===== src/rtl/eq_compare_arbiter.sv =====
// rtl/eq_compare_arbiter.sv - round-robin shared 32-bit equality comparator
//
// Purpose:
//   One equality comparator is shared by NUM_REQ requesters. A round-robin
//   arbiter picks one request per transaction. Its operands are latched in the
//   grant cycle and compared in a dedicated CMP cycle. The result is then held
//   in RESP until the consumer accepts it. Accepted equal results are counted
//   in a 16-bit wrapping counter.
//
// Ports:
//   clock        rising-edge clock
//   reset_n      synchronous active-low reset
//   req_valid    per-requester request
//   req_a/req_b  packed operands, requester i at [i*WIDTH +: WIDTH]
//   req_ready    one-hot grant, combinational, only in IDLE
//   rsp_valid    result available (RESP)
//   rsp_ready    consumer accepts result
//   rsp_eq       1 when the granted operands were bitwise equal
//   rsp_id       requester index owning rsp_eq
//   busy         state != IDLE
//   match_count  accepted results with rsp_eq=1, wraps at 16 bits

module eq_compare_arbiter #(
  parameter int NUM_REQ = 4,
  parameter int WIDTH   = 32,
  parameter int ID_W    = 2
) (
  input  logic                     clock,
  input  logic                     reset_n,
  input  logic [NUM_REQ-1:0]       req_valid,
  input  logic [NUM_REQ*WIDTH-1:0] req_a,
  input  logic [NUM_REQ*WIDTH-1:0] req_b,
  output logic [NUM_REQ-1:0]       req_ready,
  output logic                     rsp_valid,
  input  logic                     rsp_ready,
  output logic                     rsp_eq,
  output logic [ID_W-1:0]          rsp_id,
  output logic                     busy,
  output logic [15:0]              match_count
);

  typedef enum logic [1:0] {
    IDLE = 2'd0,
    CMP  = 2'd1,
    RESP = 2'd2
  } state_t;

  state_t           state;
  logic [ID_W-1:0]  rr_ptr;
  logic [ID_W-1:0]  id_r;
  logic [WIDTH-1:0] op_a;
  logic [WIDTH-1:0] op_b;
  logic             eq_r;

  logic             gnt_found;
  logic [ID_W-1:0]  gnt_idx;
  logic [ID_W-1:0]  slot;
  logic [ID_W-1:0]  next_ptr;
  logic             cmp_eq;

  // Round-robin search: the first valid requester at or after rr_ptr,
  // wrapping modulo NUM_REQ (NUM_REQ need not be a power of two).
  always_comb begin
    gnt_found = 1'b0;
    gnt_idx   = '0;
    slot      = '0;
    for (int k = 0; k < NUM_REQ; k++) begin
      slot = ID_W'((int'(rr_ptr) + k) % NUM_REQ);
      if (!gnt_found && req_valid[slot]) begin
        gnt_found = 1'b1;
        gnt_idx   = slot;
      end
    end
  end

  // Pointer moves to just past the winner so it has lowest priority next time.
  always_comb begin
    next_ptr = '0;
    if (gnt_idx != ID_W'(NUM_REQ - 1)) begin
      next_ptr = gnt_idx + ID_W'(1);
    end
  end

  // Grant is only offered in IDLE, and is forced low while reset is held.
  always_comb begin
    req_ready = '0;
    if (reset_n && (state == IDLE) && gnt_found) begin
      req_ready[gnt_idx] = 1'b1;
    end
  end

  assign cmp_eq = (op_a == op_b);
  assign busy   = (state != IDLE);

  always_ff @(posedge clock) begin
    if (!reset_n) begin
      state       <= IDLE;
      rr_ptr      <= '0;
      id_r        <= '0;
      op_a        <= '0;
      op_b        <= '0;
      eq_r        <= 1'b0;
      rsp_valid   <= 1'b0;
      rsp_eq      <= 1'b0;
      rsp_id      <= '0;
      match_count <= '0;
    end else begin
      case (state)
        IDLE: begin
          if (gnt_found) begin
            op_a   <= req_a[int'(gnt_idx)*WIDTH +: WIDTH];
            op_b   <= req_b[int'(gnt_idx)*WIDTH +: WIDTH];
            id_r   <= gnt_idx;
            rr_ptr <= next_ptr;
            state  <= CMP;
          end
        end
        CMP: begin
          // rsp_eq/rsp_id are separate registers so they keep the previous
          // response's values until this new response is presented.
          eq_r      <= cmp_eq;
          rsp_eq    <= cmp_eq;
          rsp_id    <= id_r;
          rsp_valid <= 1'b1;
          state     <= RESP;
        end
        RESP: begin
          if (rsp_ready) begin
            rsp_valid <= 1'b0;
            state     <= IDLE;
            if (eq_r) begin
              match_count <= match_count + 16'd1;
            end
          end
        end
        default: begin
          rsp_valid <= 1'b0;
          state     <= IDLE;
        end
      endcase
    end
  end

endmodule

===== config.mk =====
export PLATFORM = sky130hd
export DESIGN_NAME = eq_compare_arbiter
export DESIGN_NICKNAME = d
export VERILOG_FILES = /design/src/rtl/eq_compare_arbiter.sv
export SDC_FILE = /design/constraint.sdc
export NUM_CORES = 1
export LEC_CHECK = 0
export ABC_AREA = 1
export CORE_MARGIN = 2
export CORE_UTILIZATION = 35
export DETAILED_ROUTE_END_ITERATION = 12
export GPL_TIMING_DRIVEN = 1
export PLACE_DENSITY = 0.68
export REMOVE_ABC_BUFFERS = 1
export SYNTH_ARGS = -nofsm -noshare
export SYNTH_HDL_FRONTEND = slang
export SYNTH_SLANG_ARGS = --single-unit
export TNS_END_PERCENT = 100

===== constraint.sdc =====
create_clock -name clock -period 6.6 [get_ports clock]
set_input_delay 1.98 -clock clock [delete_from_list [all_inputs] [get_ports clock]]
set_output_delay 1.98 -clock clock [all_outputs]
set_load 0.02 [all_outputs]

==> metrics.yaml, run 1 <==
outcome:
  status: "finished clean"
drt:
  wl_per_cell_um: 15.36
  antenna_left: 0
  first_pass_iters: 5
  drt_iter0_drc: 366
  vias: 7690
  drc_errors: 0
  drt_wl_total_um: 24540
  routed_via_density: 4.812
layout:
  layout_common_cells: "287 x clkdlybuf4s50_1, 190 x inv_1, 185 x nor2_1"
  final_nets: 1624
  drive_above_1_share: 0.03742
  syn2layout_area_growth_pct: 48.65
  layout_commonest_cell: "clkdlybuf4s50_1"
  fin_cells: 1598
sta:
  min_period_ns: 6.266
  fin_crit_sh: 0.9494
  clock_skew_ns: 0.01171
  setup_viol: 0
  relSlewSlack: 0.4497
  final_max_slew_viol_count: 0
  worst_slew_pin_slew_ns: 0.8236
  hold_violations: 0
  tns_ns: 0
  fmax_mhz: 159.6
  rsz0062_at_grt: "false"
  holdWs_ns: 0.4543
clocking:
  cts_sinks: 90
  post_cts_buffers: 0
  cts_max_level: 3
  insertion_delay_ns: 0.35
  clk_pin_slew_ns: 0.06
  cts-resized-gates: 0
  numCtsBuffers: 9
  clockBufferDepth: 2
  cts_hold_buf: 0
  cts_root_buf: "clkbuf_16"
  cts_tree: "built"
synthesis:
  synth.distinct_cells: 34
  avgSynthCellArea_um2: 5.978
  synth_ff_type: "dfxtp_1"
  ys_async_sr_fraction: 0
  synth-edff-count: 0
  syn_area_um2: 6635
  synth_seq_cells: 90
  ys_warn_count: 0
  syn_inst: 1110
  synth_seq_area_share: 0.2715
global_route:
  grt_antenna_before_repair: 2
  gr-total-overflow: 0
  grt_pass1_wl_um: 38080
  grt_start_max_net_pins: 65
  grt_usage: 0.2421
  grt_pass1_vias: 7188
hold_path:
  hp-class: "register to register"
worst_setup_path:
  worstSetupStartpointType: "input port"
  critPathCaptureType: "primary output"
  arrival_ns: 4.29
  crit_required_ns: 4.62
  path_class: "input port to primary output"
  path_max_fanout: 6
placement:
  gp_congestion: 0.8357
  port_buffers: 287
  dp.cells: 1582
  dp_hpwl_um: 18220
floorplanning:
  boundaryPins: 288
  die_area_um2: 20070
  die_x_um: 141.7
  start_util: 0.3559
  die_h_um: 141.7
  core_um2: 18640
  rows: 50
run:
  cap_violations: 0
power:
  ir_drop_v: 0.0002667
  p_leak_nw: 4.361
  p_per_area_nw_per_um2: 317.5
[synthesized netlist by cell type, drive strengths merged, types with 2 or more instances]
cell type,number,area [µm²]
nand4,33,206.5
xnor2,5,43.79
buf,46,280.3
ha,2,25.02
clkbuf,20,75.07
xor2,14,122.6
nand3b,65,491.7
o22ai,7,43.79
o2111ai,6,52.55
nand2,187,734.4
nand3,173,875.8
a21oi,48,240.2
nor3,12,60.06
dfxtp,90,1802
inv,195,731.9
o21ai,12,60.06
nor2,189,748.2
[worst paths after layout]
check / start / to / slack (ns) / depth (start not counted)
worst min-delay path: id_r[0]$_SDFFE_PN0P_ / rsp_id[0]$_SDFFE_PN0P_ / 0.45 / 2
worst max-delay path: req_valid[3] / req_ready[2] / 0.33 / 12
worst max register to register: rr_ptr[0]$_SDFFE_PN0P_ / op_a[29]$_SDFFE_PN0P_ / 3.29 / 14
worst min register to register: id_r[0]$_SDFFE_PN0P_ / rsp_id[0]$_SDFFE_PN0P_ / 0.45 / 2
[critical path, stage by stage]
cell and delay, ns:
clkdlybuf4s50_1 0.42, inv_1 0.09, nand2_2 0.07, nand3_1 0.14, nand2_1 0.13, nor2_4 0.16, nand3_2 0.10, nand3_2 0.21
ha_1 0.19, inv_1 0.04, nor2_1 0.15, clkdlybuf4s50_1 0.63
[final cells by class]
cell class	instances	area, µm²
Antenna cell	1	2.502
Clock buffer	10	229.0
Clock inverter	5	56.30
Fill cell	1898	8780
Inverter	195	732.0
Multi-Input combinational cell	759	3749
Sequential cell	90	1802
Tap cell	234	292.8
Timing Repair Buffer	304	3000
[routing by layer]
metal	part of all wire	vias to the layer above	track usage
met3	0.065	34	0.06986
li1	-	4010	-
met1	0.42	3418	0.2930
met5	0.00045	-	0
met4	0.022	2	0.05947
met2	0.50	226	0.4231
[registers in the layout, summed over array words and instances, names as in the netlist]
signal and flops:
eq_r 1, id_r 2, match_count 16, op_a 32, op_b 32, rr_ptr 2, rsp_id 2, rsp_valid 1
state 2
[logic make-up (layout without fill, tap and decap cells)]
group,count (synthesis),in the layout,synth area share
other,0,1,0
AOI/OAI and AO/OA,76,76,0.06298
xor gates and xnor gates,19,19,0.02508
DFF,90,90,0.2715
adders and majority gates,2,2,0.003771
buffers and inverters,261,514,0.1639
and+or+nand+nor,662,662,0.4728
[per-stage QoR]
step           power (W)  setup slack (ns)  area (µm²)    util
3_3_place_gp    0.002630            0.3301        9575  0.5136
6_report        0.003131            0.3341        9863  0.5291
4_1_cts         0.003181            0.3007        9861  0.5289
2_1_floorplan   0.001939           -0.6907        6280       -
5_1_grt         0.003421            0.1208        9863  0.5291
3_5_place_dp    0.002660            0.3152        9575  0.5136
[report_power, final]
group	internal [W]	leakage, nW	switching (W)
logic	0.000651	3.48	0.00118
clock network	0.000291	0.138	0.000224
registers	0.000697	0.740	0.0000868
Note: power is estimated with default switching activity, not from simulation.
==> run 2: changes to the inputs <==
Settings changed: SKIP_LAST_GASP from default to 1.
==> results of run 2 <==
No change in the layout: final DEF, timing and power equal those of run 1.
